File: config.mk
export PLATFORM = sky130hd
export DESIGN_NAME = wb_write_stage_flat
export DESIGN_NICKNAME = d
export VERILOG_FILES = /design/src/rtl/wb_write_stage_if.sv /design/src/rtl/wb_write_stage.sv /design/src/flat_wrapper.sv
export SDC_FILE = /design/constraint.sdc
export NUM_CORES = 1
export LEC_CHECK = 0
export ABC_AREA = 1
export CORE_UTILIZATION = 44
export CTS_CLUSTER_SIZE = 28
export DETAILED_ROUTE_END_ITERATION = 8
export MAX_ROUTING_LAYER = met4
export PLACE_DENSITY = 0.95
export SYNTH_ARGS = -nofsm -noshare
export SYNTH_HDL_FRONTEND = slang
export SYNTH_SLANG_ARGS = --single-unit
export TNS_END_PERCENT = 1
File: constraint.sdc
create_clock -name clk -period 3.5 [get_ports clk]
set_input_delay 0.7 -clock clk [delete_from_list [all_inputs] [get_ports clk]]
set_output_delay 0.7 -clock clk [all_outputs]
set_load 0.1 [all_outputs]
File: src/rtl/wb_write_stage_if.sv
// ---------------------------------------------------------------------------
// wb_write_stage_if
//
// Purpose: bundles every bus-level signal of the write-back stage (the two
// producer handshakes, the register file write port, and the decode read
// bypass/hazard port) so the stage and its environment connect through
// a single port.
//
// Modports:
//   slave  - the write-back stage's view (consumes producers, drives the
//            register file write port and the bypass outputs)
//   master - the environment's view (producers, register file read data,
//            decode read addresses)
//
// Signal summary:
//   alu_valid/alu_ready/alu_wa/alu_wd   ALU result channel
//   ld_valid/ld_ready/ld_wa/ld_wd       load return channel
//   wa/wd/we                            register file write port (registered)
//   ra1/ra2, rf_rd1/rf_rd2              decode read addresses, raw file data
//   rd1/rd2                             bypassed read data
//   pend1/pend2                         held-entry hazard flags
// ---------------------------------------------------------------------------
interface wb_write_stage_if #(
  parameter int RWIDTH = 6,
  parameter int DWIDTH = 32
);

  logic              alu_valid;
  logic              alu_ready;
  logic [RWIDTH-1:0] alu_wa;
  logic [DWIDTH-1:0] alu_wd;

  logic              ld_valid;
  logic              ld_ready;
  logic [RWIDTH-1:0] ld_wa;
  logic [DWIDTH-1:0] ld_wd;

  logic [RWIDTH-1:0] wa;
  logic [DWIDTH-1:0] wd;
  logic              we;

  logic [RWIDTH-1:0] ra1;
  logic [RWIDTH-1:0] ra2;
  logic [DWIDTH-1:0] rf_rd1;
  logic [DWIDTH-1:0] rf_rd2;
  logic [DWIDTH-1:0] rd1;
  logic [DWIDTH-1:0] rd2;
  logic              pend1;
  logic              pend2;

  modport slave (
    input  alu_valid, alu_wa, alu_wd,
    input  ld_valid, ld_wa, ld_wd,
    input  ra1, ra2, rf_rd1, rf_rd2,
    output alu_ready, ld_ready,
    output wa, wd, we,
    output rd1, rd2, pend1, pend2
  );

  modport master (
    output alu_valid, alu_wa, alu_wd,
    output ld_valid, ld_wa, ld_wd,
    output ra1, ra2, rf_rd1, rf_rd2,
    input  alu_ready, ld_ready,
    input  wa, wd, we,
    input  rd1, rd2, pend1, pend2
  );

endinterface

File: src/rtl/wb_write_stage.sv
// ---------------------------------------------------------------------------
// wb_write_stage
//
// Purpose: write-back stage in front of the register file. Merges the ALU
// result channel and the load-return channel onto the file's single write
// port, keeps a one-entry hold register for an ALU result that loses
// arbitration to a load, and gives decode a same-cycle bypass of the write
// in flight plus a stall flag for reads that hit the held entry.
//
// Ports:
//   clk          clock, rising edge
//   rst_n        asynchronous active-low reset
//   bus          wb_write_stage_if.slave (producers, write port, bypass)
//   perf_squash  count of squashed ALU results (saturating, 16 bit)
//   perf_stall   count of cycles with alu_valid && !alu_ready (saturating)
//
// Build option:
//   WB_PERF_CNT_EN  when defined the two performance counters are built;
//                   otherwise both counter outputs are tied to 0.
//
// Hold register state:
//   state       | meaning
//   ------------+-----------------------------------------------------------
//   HOLD_EMPTY  | no deferred ALU result; alu_ready=1
//   HOLD_FULL   | one ALU result waiting for a load-free cycle; alu_ready=0
// ---------------------------------------------------------------------------
module wb_write_stage #(
  parameter int RWIDTH = 6,
  parameter int DWIDTH = 32
) (
  input  logic                clk,
  input  logic                rst_n,
  wb_write_stage_if.slave     bus,
  output logic [15:0]         perf_squash,
  output logic [15:0]         perf_stall
);

  typedef enum logic {
    HOLD_EMPTY = 1'b0,
    HOLD_FULL  = 1'b1
  } hold_state_t;

  localparam logic [RWIDTH-1:0] REG_ZERO = '0;

  hold_state_t       state;
  hold_state_t       state_nxt;
  logic [RWIDTH-1:0] hold_wa;
  logic [DWIDTH-1:0] hold_wd;
  logic [RWIDTH-1:0] hold_wa_nxt;
  logic [DWIDTH-1:0] hold_wd_nxt;

  logic              hold_v;
  logic              alu_acc;

  logic [RWIDTH-1:0] wr_wa;
  logic [DWIDTH-1:0] wr_wd;
  logic              wr_en;

  logic              squash_evt;
  logic              stall_evt;

  // -------------------------------------------------------------------------
  // Handshakes
  // -------------------------------------------------------------------------
  assign hold_v        = (state == HOLD_FULL);
  assign bus.ld_ready  = 1'b1;
  assign bus.alu_ready = !hold_v;
  assign alu_acc       = bus.alu_valid && bus.alu_ready;
  assign stall_evt     = bus.alu_valid && !bus.alu_ready;

  // -------------------------------------------------------------------------
  // Hold register state and write-port pipeline register
  // -------------------------------------------------------------------------
  always_ff @(posedge clk or negedge rst_n) begin
    if (!rst_n) begin
      state   <= HOLD_EMPTY;
      hold_wa <= '0;
      hold_wd <= '0;
      bus.wa  <= '0;
      bus.wd  <= '0;
      bus.we  <= 1'b0;
    end else begin
      state   <= state_nxt;
      hold_wa <= hold_wa_nxt;
      hold_wd <= hold_wd_nxt;
      bus.wa  <= wr_wa;
      bus.wd  <= wr_wd;
      bus.we  <= wr_en;
    end
  end

  // -------------------------------------------------------------------------
  // Source selection: load, then held ALU entry, then direct ALU result.
  // A direct ALU accept is only possible while the hold is empty, so the
  // held and direct ALU sources never compete.
  // -------------------------------------------------------------------------
  always_comb begin
    state_nxt   = state;
    hold_wa_nxt = hold_wa;
    hold_wd_nxt = hold_wd;
    wr_wa       = bus.wa;
    wr_wd       = bus.wd;
    wr_en       = 1'b0;
    squash_evt  = 1'b0;

    case (state)
      HOLD_EMPTY: begin
        if (bus.ld_valid) begin
          wr_wa = bus.ld_wa;
          wr_wd = bus.ld_wd;
          wr_en = (bus.ld_wa != REG_ZERO);
          if (alu_acc) begin
            if (bus.alu_wa == bus.ld_wa) begin
              // The load is younger, so the ALU value is already stale.
              squash_evt = 1'b1;
            end else if (bus.alu_wa != REG_ZERO) begin
              state_nxt   = HOLD_FULL;
              hold_wa_nxt = bus.alu_wa;
              hold_wd_nxt = bus.alu_wd;
            end
          end
        end else if (alu_acc) begin
          wr_wa = bus.alu_wa;
          wr_wd = bus.alu_wd;
          wr_en = (bus.alu_wa != REG_ZERO);
        end
      end

      HOLD_FULL: begin
        if (bus.ld_valid) begin
          wr_wa = bus.ld_wa;
          wr_wd = bus.ld_wd;
          wr_en = (bus.ld_wa != REG_ZERO);
          // hold_wa is never zero, so a load to register 0 cannot match.
          if (bus.ld_wa == hold_wa) begin
            state_nxt  = HOLD_EMPTY;
            squash_evt = 1'b1;
          end
        end else begin
          wr_wa     = hold_wa;
          wr_wd     = hold_wd;
          wr_en     = 1'b1;
          state_nxt = HOLD_EMPTY;
        end
      end

      default: begin
        state_nxt = HOLD_EMPTY;
      end
    endcase
  end

  // -------------------------------------------------------------------------
  // Decode bypass and hazard flags. Only the write already on the file port
  // is forwarded; a read of the held entry stalls decode instead.
  // -------------------------------------------------------------------------
  assign bus.rd1 = (bus.we && (bus.wa == bus.ra1) && (bus.ra1 != REG_ZERO))
                   ? bus.wd : bus.rf_rd1;
  assign bus.rd2 = (bus.we && (bus.wa == bus.ra2) && (bus.ra2 != REG_ZERO))
                   ? bus.wd : bus.rf_rd2;

  assign bus.pend1 = hold_v && (hold_wa == bus.ra1) && (bus.ra1 != REG_ZERO);
  assign bus.pend2 = hold_v && (hold_wa == bus.ra2) && (bus.ra2 != REG_ZERO);

  // -------------------------------------------------------------------------
  // Performance counters
  // -------------------------------------------------------------------------
`ifdef WB_PERF_CNT_EN
  always_ff @(posedge clk or negedge rst_n) begin
    if (!rst_n) begin
      perf_squash <= '0;
      perf_stall  <= '0;
    end else begin
      if (squash_evt && (perf_squash != 16'hFFFF)) begin
        perf_squash <= perf_squash + 16'd1;
      end
      if (stall_evt && (perf_stall != 16'hFFFF)) begin
        perf_stall <= perf_stall + 16'd1;
      end
    end
  end
`else
  logic unused_perf;
  assign unused_perf = squash_evt ^ stall_evt;
  assign perf_squash = '0;
  assign perf_stall  = '0;
`endif

endmodule

File: src/flat_wrapper.sv
// flat-port wrapper written by rule: the top's interface ports become plain ports
module wb_write_stage_flat 
#(
  parameter int RWIDTH = 6,
  parameter int DWIDTH = 32
)
  (clk, rst_n, perf_squash, perf_stall, bus_alu_valid, bus_alu_wa, bus_alu_wd, bus_ld_valid, bus_ld_wa, bus_ld_wd, bus_ra1, bus_ra2, bus_rf_rd1, bus_rf_rd2, bus_alu_ready, bus_ld_ready, bus_wa, bus_wd, bus_we, bus_rd1, bus_rd2, bus_pend1, bus_pend2);
  wb_write_stage_if #(.RWIDTH(RWIDTH), .DWIDTH(DWIDTH)) bus_i ();
  input  logic clk;
  input  logic rst_n;
  output logic [15:0] perf_squash;
  output logic [15:0] perf_stall;
  input wire logic [$bits(bus_i.alu_valid)-1:0] bus_alu_valid;
  input wire logic [$bits(bus_i.alu_wa)-1:0] bus_alu_wa;
  input wire logic [$bits(bus_i.alu_wd)-1:0] bus_alu_wd;
  input wire logic [$bits(bus_i.ld_valid)-1:0] bus_ld_valid;
  input wire logic [$bits(bus_i.ld_wa)-1:0] bus_ld_wa;
  input wire logic [$bits(bus_i.ld_wd)-1:0] bus_ld_wd;
  input wire logic [$bits(bus_i.ra1)-1:0] bus_ra1;
  input wire logic [$bits(bus_i.ra2)-1:0] bus_ra2;
  input wire logic [$bits(bus_i.rf_rd1)-1:0] bus_rf_rd1;
  input wire logic [$bits(bus_i.rf_rd2)-1:0] bus_rf_rd2;
  output wire logic [$bits(bus_i.alu_ready)-1:0] bus_alu_ready;
  output wire logic [$bits(bus_i.ld_ready)-1:0] bus_ld_ready;
  output wire logic [$bits(bus_i.wa)-1:0] bus_wa;
  output wire logic [$bits(bus_i.wd)-1:0] bus_wd;
  output wire logic [$bits(bus_i.we)-1:0] bus_we;
  output wire logic [$bits(bus_i.rd1)-1:0] bus_rd1;
  output wire logic [$bits(bus_i.rd2)-1:0] bus_rd2;
  output wire logic [$bits(bus_i.pend1)-1:0] bus_pend1;
  output wire logic [$bits(bus_i.pend2)-1:0] bus_pend2;
  assign bus_i.alu_valid = bus_alu_valid;
  assign bus_i.alu_wa = bus_alu_wa;
  assign bus_i.alu_wd = bus_alu_wd;
  assign bus_i.ld_valid = bus_ld_valid;
  assign bus_i.ld_wa = bus_ld_wa;
  assign bus_i.ld_wd = bus_ld_wd;
  assign bus_i.ra1 = bus_ra1;
  assign bus_i.ra2 = bus_ra2;
  assign bus_i.rf_rd1 = bus_rf_rd1;
  assign bus_i.rf_rd2 = bus_rf_rd2;
  assign bus_alu_ready = bus_i.alu_ready;
  assign bus_ld_ready = bus_i.ld_ready;
  assign bus_wa = bus_i.wa;
  assign bus_wd = bus_i.wd;
  assign bus_we = bus_i.we;
  assign bus_rd1 = bus_i.rd1;
  assign bus_rd2 = bus_i.rd2;
  assign bus_pend1 = bus_i.pend1;
  assign bus_pend2 = bus_i.pend2;
  wb_write_stage #(.RWIDTH(RWIDTH), .DWIDTH(DWIDTH)) u_core (.clk(clk), .rst_n(rst_n), .bus(bus_i), .perf_squash(perf_squash), .perf_stall(perf_stall));
endmodule
# Yosys cells after proc, flatten, opt, wreduce, memory -nomap -nowiden
# Index checks and enable logic that the tools add are counted.
word_totals:
  reg_bits: 78
  input_bits: 156
  output_inout_bits: 139
  word_cells: 51
classes:
  n_eq_ne: 7
  mux: 21
  bitwise: 2
  reduce_logical: 15
op_table:
  columns: ["op", "n"]
  rows:
  - ["32-bit 2-to-1 mux", 5]
  - ["32-bit case mux with 2 select lines", 1]
  - ["6-bit equality test", 6]
  - ["6-bit nonzero test", 4]
  - ["6-bit 2-to-1 mux", 3]
  - ["6-bit case mux with 2 select lines", 1]
  - ["1-bit logical AND", 9]
  - ["1-bit 2-to-1 mux", 9]
  - ["5-bit AND reduction", 1]
  - ["1-bit case mux with 2 select lines", 2]
  - ["3-bit by 2-bit inequality test with 1-bit output, second input constant", 1]
  - ["1-bit inverter", 2]
  - ["1-bit zero test", 1]

# Logic depth before layout (Yosys ltp)
# Gate-level depths: netlist of run 1.
logic_depth:
  ltp_word: 6
  ltp_mapped: 10
  ltp_nobuf: 8

# Worst setup path after synthesis of run 1
# No wires, ideal clock.
synth_path:
  path_type: "register to output"
  start: "register u_core.state, in the netlist u_core.hold_v"
  end: "output port bus_pend1"
  arrival_ns: 2.454
  required_ns: 2.800
  setup_slack_ns: 0.346
  path_stages_with_launch: 7
  n_path_buf: 2
  path_cell_list: "dfrtp_1 > buf_2 > inv_2 > buf_2 > a21oi_1 > nand2_1 > nor2_1"
synth_via:
  elab_chain_cells: 2
synth_rtl:
  columns: ["element", "line", "rtl"]
  rows:
  - ["start, declared", "wb_write_stage.sv:45", "hold_state_t state;"]
  - ["start signal, assigned", "wb_write_stage.sv:83", "state <= state_nxt;"]
  - ["1-bit logical AND (2 in a row)", "wb_write_stage.sv:162", "assign bus.pend1 = hold_v && (hold_wa == bus.ra1) && (bus.ra1 != REG_ZERO);"]
  - ["end, declared", "flat_wrapper.sv:30", "output wire logic [$bits(bus_i.pend1)-1:0] bus_pend1;"]
# Every way passes these cells.

# Worst setup path after layout of run 1
layout_path:
  start: "input port bus_ra2[0]"
  end: "output port bus_rd2[21]"
layout_via:
  elab_chain_cells: 4
  elab_cells_between_ends: 5
  classes_between: "eq/ne (1); mux (1); reduce/logical (3)"
layout_rtl:
  columns: ["element", "line", "rtl"]
  rows:
  - ["start, declared", "flat_wrapper.sv:20", "input wire logic [$bits(bus_i.ra2)-1:0] bus_ra2;"]
  - ["6-bit equality test", "wb_write_stage.sv:159", "assign bus.rd2 = (bus.we && (bus.wa == bus.ra2) && (bus.ra2 != REG_ZERO))"]
  - ["1-bit logical AND", "wb_write_stage.sv:159", null]
  - ["1-bit logical AND (*)", "wb_write_stage.sv:159", null]
  - ["32-bit 2-to-1 mux (*)", "wb_write_stage.sv:160", "? bus.wd : bus.rf_rd2;"]
  - ["end, declared", "flat_wrapper.sv:29", "output wire logic [$bits(bus_i.rd2)-1:0] bus_rd2;"]
# Mark *: on every way between the ends. The rest lies on a longest branch, timed or not.

==> impl_metrics.py, run 1 <==
metrics = {
    "run_status": {
        "outcome": "finished clean",
    },
    "cells_and_area": {
        "fillers": 917,
        "drive_above_1_share_pct": 16.1,
        "nets": 1254,
        "area_growth_pct": 57.8,
        "n_antenna_cell": 0,
    },
    "global_routing": {
        "grt_use_met3_pct": 5.92,
        "grt_max_degree": 79,
        "grt_pass1_wl_mm": 35.1,
        "top_usage_layer": "met2",
        "antenna_found_initial": 0,
        "use_met1_pct": 43.5,
        "grt_usage_pct": 34.6,
        "grt_pass1_vias": 6616,
        "gr-usage-met2_pct": 53.8,
        "overflow": 0,
    },
    "critical_path": {
        "cp_common_cell": "nand2_1",
        "cp.arrival_ps": 2460,
        "endpoint_kind": "output pin",
        "reg2reg_slack_ps": 1350,
        "critPathLaunchType": "input pin",
        "worstPathRequired_ps": 2800,
        "reg2reg_to": "u_core.hold_wd[17]$_DFFE_PN0P_",
        "path_cells": "clkdlybuf4s50_1 -> inv_2 -> nand2_1 -> nand3_1 -> nor2_2 -> buf_4 -> nand4_1 -> nand2_1 -> buf_12",
        "crit_type": "in -> out",
        "worstPathMaxFanout": 32,
        "r2r_start": "u_core.hold_v$_DFF_PN0_",
        "r2r_cells": 7,
        "crit_slowest_cell": "clkdlybuf4s50_1",
        "critPathMaxStageDelay_ps": 540,
    },
    "floorplan": {
        "die_w_um": 117,
        "die_h_um": 117,
        "io_pins": 295,
        "core_region_area_um2": 12700,
        "initial_core_util_pct": 45.7,
        "dieArea_um2": 13700,
        "rows": 41,
    },
    "sta": {
        "period_minus_slack_ps": 3160,
        "setup_tns_ps": 0,
        "min_period_over_period_pct": 90.3,
        "fin_skew_ps": 5.37,
        "rsz0062_at_grt": "no",
        "setup_viol": 0,
        "slew_headroom_pct": 33.4,
        "slew_violations": 0,
        "hold_slack_ps": 469,
        "fmaxAchievable_mhz": 316,
        "worst_pin_slew_ps": 996,
        "finalHoldViolCount": 0,
    },
    "clock_network": {
        "cts_tree": "yes",
        "cts-resized-gates": 0,
        "cts_hold_buf": 0,
        "insertion_delay_ps": 330,
        "ctsHtreeMaxLevel": 3,
        "clk_pin_slew_worst_paths_ps": 60,
        "cts_root_buf": "clkbuf_16",
        "cts_setup_buffers": 0,
        "clkSinkCount": 78,
        "clock_path_buffers": 2,
        "cts_made_buffers": 9,
    },
    "detailed_routing": {
        "drc": 0,
        "dr.first_iter.drc_count": 919,
        "avgRoutedWirePerCell_um": 18.4,
        "firstDrtPassIters": 6,
        "ant_nets": 0,
        "vias": 7162,
        "totalWireLength_mm": 23.5,
        "viasPerCell": 5.62,
    },
    "pwr": {
        "power-per-cell-area_nw_per_um2": 513,
        "power_frac_comb_pct": 52.3,
        "clkPwrFrac_pct": 20.4,
        "pwr-share-seq_pct": 27.3,
        "power.switching_mw": 2.38,
        "ir_worst_vdd_v": 0.000324,
        "p_leak_nw": 4.46,
        "sw_frac_of_total_pct": 50.7,
        "p_int_mw": 2.32,
    },
    "placed_design": {
        "gp_congestion": 1.08,
        "port_buffers": 261,
        "dpl.hpwl_mm": 17.5,
    },
    "hold_path": {
        "holdPathStages": 2,
        "hold_end": "u_core.hold_wd[22]$_DFFE_PN0P_",
        "hold_path_class": "reg -> reg",
        "hold_path.startpoint": "u_core.hold_wd[22]$_DFFE_PN0P_",
    },
    "synth": {
        "synthTopCellsByCount": "362 x nand2_1, 109 x nand3_1, 78 x dfrtp_1, 64 x nand4_1",
        "synth_cell_types": 28,
        "ys_async_sr_fraction_pct": 100,
        "yosys.area.top_type_share_pct": 33.6,
        "synth_edf_count": 0,
        "ys_ff_latch": 78,
        "yosys_warnings": 0,
        "avgSynthCellArea_um2": 6.65,
        "ys_seq_area_share_pct": 33.6,
        "ys_dominant_reg_cell": "dfrtp_1",
        "synth_cells": 874,
        "synth_area_um2": 5810,
        "yosysTopAreaCell": "dfrtp_1",
        "synth.most_common_cell": "nand2_1",
        "synthTopCellsByArea": "dfrtp_1 34%, nand2_1 23%, nand3_1 9.4%",
    },
    "flow_run": {
        "drv_cap": 0,
    },
}
placed cells by master, fill, tap and decap left out, drive strengths merged:
cell type	synthesis	routed
dfrtp	78	78
a21oi	6	6
conb	2	33
bufinv	0	1
xor2	1	1
nand4	64	64
o211ai	37	37
clkinv	0	2
nand3b	2	2
clkinvlp	0	1
nor2	34	34
nand2	374	374
clkbuf	13	9
o22ai	10	10
nor4	1	1
inv	40	43
nand3	112	112
clkdlybuf4s50	0	159
o21ai	18	18
buf	82	118
worst max path at each step:
| stage | startpoint | end | slack [ps] | depth (start not counted) |
|---|---|---|---|---|
| 2_1_floorplan | u_core.hold_v$_DFF_PN0_ | bus_pend1 | 350 | 6 |
| 3_3_place_gp | bus_ra1[1] | bus_rd1[9] | 420 | 7 |
| 3_5_place_dp | bus_ra2[0] | bus_rd2[21] | 380 | 9 |
| 4_1_cts | bus_ra2[0] | bus_rd2[21] | 380 | 9 |
| 5_1_grt | bus_ra2[2] | bus_rd2[28] | 200 | 10 |
| 6_report | bus_ra2[0] | bus_rd2[21] | 340 | 9 |
per-stage QoR:
| step | total power [mW] | utilization (%) | cell area, um2 | worst slack (ps) | std cells |
|---|---|---|---|---|---|
| after floorplan | 2.92 | - | 5930 | 346 | 905 |
| after global placement | 3.68 | 69.7 | 8860 | 417 | 1259 |
| after detailed placement | 3.72 | 69.7 | 8860 | 381 | 1259 |
| after CTS | 4.68 | 72.1 | 9170 | 376 | 1275 |
| after global routing | 4.88 | 72.1 | 9170 | 205 | 1275 |
| final | 4.71 | 72.1 | 9170 | 340 | 1275 |
layout make-up:
cell class | instances | area (um2) | share of cell area [%]
Clock buffer | 9 | 225 | 2.46
Clock inverter | 7 | 81.3 | 0.887
Inverter | 40 | 150 | 1.64
Multi-Input combinational cell | 692 | 3210 | 35.0
Sequential cell | 78 | 1950 | 21.3
Tap cell | 172 | 215 | 2.35
Timing Repair Buffer | 277 | 3340 | 36.4
layer usage:
metal	up-vias	part of all wire, %
met5	-	0
met3	97	9.8
met2	504	47
li1	3280	-
met4	0	5.2
met1	3281	38
power groups by stage:
stage | combinational, mW | sequential, mW | clock (mW)
2_1_floorplan | 1.20 | 1.71 | 0
3_3_place_gp | 2.40 | 1.28 | 0
3_5_place_dp | 2.44 | 1.29 | 0
4_1_cts | 2.45 | 1.27 | 0.959
5_1_grt | 2.57 | 1.30 | 1.01
6_report | 2.46 | 1.29 | 0.958
kinds of logic after synthesis:
family          count (synthesis)  share of synthesized area, %
compound gates                 71                          7.92
xor+xnor                        1                         0.151
buf+inv                       135                          13.2
flops                          78                          33.6
other cells                     2                         0.129
simple gates                  587                          45.0
sequential cells by signal, summed over array words and instances, names as in the netlist:
signal          count
u_core.hold_wa      6
u_core.hold_wd     32
u_core.bus.wa       6
u_core.bus.wd      32
u_core.hold_v       1
u_core.bus.we       1
worst max-delay path: cells and delay by family:
family	cells	cell delay [ps]
buffers and inverters	4	1140
AND/OR/NAND/NOR	5	610
No activity file was read; power rests on OpenSTA's default activity.
==> run 2, diff against run 1 <==
--- a/config.mk
+++ b/config.mk
@@ -11,6 +11,7 @@
 export DETAILED_ROUTE_END_ITERATION = 8
 export MAX_ROUTING_LAYER = met4
 export PLACE_DENSITY = 0.95
+export REMOVE_ABC_BUFFERS = 1
 export SYNTH_ARGS = -nofsm -noshare
 export SYNTH_HDL_FRONTEND = slang
 export SYNTH_SLANG_ARGS = --single-unit
==> impl_metrics.py, run 2 (synthesis results as in run 1) <==
metrics = {
    "run_status": {
        "outcome": "finished clean",
    },
    "sta": {
        "setup_tns_ps": 0,
        "period_minus_slack_ps": 3310,
        "finalHoldViolCount": 0,
        "worst_pin_slew_ps": 1020,
        "fin_skew_ps": 9.25,
        "rsz0062_at_grt": "no",
        "fmaxAchievable_mhz": 302,
        "setup_viol": 0,
        "min_period_over_period_pct": 94.7,
        "hold_slack_ps": 472,
        "slew_headroom_pct": 32.0,
        "slew_violations": 0,
    },
    "cells_and_area": {
        "largestRegisters": "u_core.bus.wd (32), u_core.hold_wd (32)",
        "n_antenna_cell": 0,
        "final_common_cell": "nand2_1",
        "nets": 1258,
        "area_growth_pct": 59.2,
        "drive_above_1_share_pct": 15.3,
        "fillers": 928,
        "final_area_um2": 9250,
        "final_cell_mix": "361 x nand2_1, 174 x clkdlybuf4s50_1, 109 x nand3_1, 77 x dfrtp_1, 67 x buf_12",
        "final_cells": 1279,
    },
    "clock_network": {
        "clock_path_buffers": 2,
        "insertion_delay_ps": 330,
        "cts_hold_buf": 0,
        "cts_made_buffers": 9,
        "cts_tree": "yes",
        "cts_root_buf": "clkbuf_16",
        "clkSinkCount": 78,
        "ctsHtreeMaxLevel": 3,
        "cts_setup_buffers": 0,
        "cts-resized-gates": 0,
        "clk_pin_slew_worst_paths_ps": 60,
    },
    "critical_path": {
        "crit_type": "in -> out",
        "r2r_start": "u_core.hold_v$_DFF_PN0_",
        "endpoint_kind": "output pin",
        "reg2reg_slack_ps": 1290,
        "reg2reg_to": "u_core.hold_wd[30]$_DFFE_PN0P_",
        "path_cells": "clkdlybuf4s50_1 -> inv_2 -> a21oi_1 -> nand2_1 -> nor2_4 -> buf_4 -> nand4_1 -> nand2_1 -> buf_12",
        "critPathMaxStageDelay_ps": 510,
        "crit_slowest_cell": "clkdlybuf4s50_1",
        "crit_buf_inv": 4,
        "cp_common_cell": "nand2_1",
        "worstPathMaxFanout": 29,
        "critPathLaunchType": "input pin",
        "r2r_cells": 7,
        "cp.arrival_ps": 2610,
        "worstPathRequired_ps": 2800,
        "cp_top_family": "buffers and inverters",
    },
    "hold_path": {
        "hold_end": "u_core.hold_wd[20]$_DFFE_PN0P_",
        "holdPathStages": 2,
        "hold_path_class": "reg -> reg",
        "hold_path.startpoint": "u_core.hold_wd[20]$_DFFE_PN0P_",
    },
    "detailed_routing": {
        "firstDrtPassIters": 5,
        "drc": 0,
        "ant_nets": 0,
        "viasPerCell": 5.62,
        "vias": 7184,
        "totalWireLength_mm": 23.5,
        "avgRoutedWirePerCell_um": 18.4,
        "dr.first_iter.drc_count": 825,
    },
    "placed_design": {
        "port_buffers": 261,
        "dpl.hpwl_mm": 17.1,
        "place_area_um2": 8940,
        "place_inst": 1263,
        "gp_congestion": 1.06,
    },
    "flow_run": {
        "drv_cap": 0,
    },
    "pwr": {
        "ir_worst_vdd_v": 0.000312,
        "pwr-share-seq_pct": 26.7,
        "power_frac_comb_pct": 52.9,
        "p_leak_nw": 4.45,
        "sw_frac_of_total_pct": 50.1,
        "clkPwrFrac_pct": 20.4,
        "p_int_mw": 2.35,
        "power-per-cell-area_nw_per_um2": 509,
        "power.switching_mw": 2.36,
        "p_total_mw": 4.71,
    },
    "global_routing": {
        "grt_pass1_vias": 6710,
        "antenna_found_initial": 0,
        "overflow": 0,
        "grt_usage_pct": 34.6,
        "grt_pass1_wl_mm": 35.1,
        "grt_max_degree": 79,
    },
    "floorplan": {
        "initial_core_util_pct": 45.7,
        "core_region_area_um2": 12700,
        "die_w_um": 117,
        "dieArea_um2": 13700,
        "io_pins": 295,
        "die_h_um": 117,
        "rows": 41,
    },
}
## run 2: cell types whose count changed in the layout (fill, tap and decap cells not counted)
cell	before	now
nand2_2	11	12
clkbuf_8	0	1
clkdlybuf4s50_1	159	174
dfrtp_2	0	1
nand2_1	362	361
buf_4	49	40
buf_12	69	67
dfrtp_1	78	77
clkinv_4	2	3
inv_6	3	0
nor2_2	8	2
clkinvlp_4	1	2
nor2_4	3	9
## run 2: area by class of cell
type | count | area, um2 | share of cell area (%)
tap | 172 | 215 | 2.33
timing repair buffer | 281 | 3380 | 36.6
clock buffer | 10 | 239 | 2.58
multi-input combinational | 692 | 3240 | 35.0
inverter | 40 | 150 | 1.62
clock inverter | 6 | 71.3 | 0.771
sequential | 78 | 1950 | 21.1
## run 2: tightest hold or removal path, delay by kind of cell (launching register included)
kind / cells / cell delay, ps
flops: 1 / 340
simple gates: 2 / 100
## run 2: worst max-delay path by stage
stage,from,cells after the start,end,slack [ps]
6_report,bus_ra1[5],9,bus_rd1[6],190
5_1_grt,bus_ra1[4],11,bus_rd1[29],90
4_1_cts,bus_ra1[0],9,bus_rd1[7],230
3_5_place_dp,bus_ra1[0],9,bus_rd1[7],240
3_3_place_gp,bus_ra1[2],9,bus_rd1[7],240
2_1_floorplan,u_core.hold_v$_DFF_PN0_,4,bus_pend1,-400
## run 2: power groups by stage
stage | combinational, mW | sequential [mW] | clock (mW)
6_report | 2.49 | 1.26 | 0.962
4_1_cts | 2.48 | 1.25 | 0.976
5_1_grt | 2.60 | 1.27 | 1.01
3_5_place_dp | 2.47 | 1.26 | 0
3_3_place_gp | 2.42 | 1.26 | 0
2_1_floorplan | 1.10 | 1.72 | 0
## run 2: per-stage QoR
| step | util (%) | worst slack [ps] |
|---|---|---|
| after global placement | 70.3 | 240 |
| final | 72.7 | 187 |
| after detailed placement | 70.3 | 244 |
| after global routing | 72.7 | 93.8 |
| after floorplan | - | -399 |
| after CTS | 72.7 | 231 |
## run 2: layer usage
metal  track usage, %  wire, um  up-vias  part of all wire [%]
met5                -         0        -                     0
met4             15.5       901        0                   3.8
met3             5.36      2220       83                   9.5
met2             56.7     11600      489                    49
met1             42.2      8780     3313                    37
li1                 -         -     3299                     -
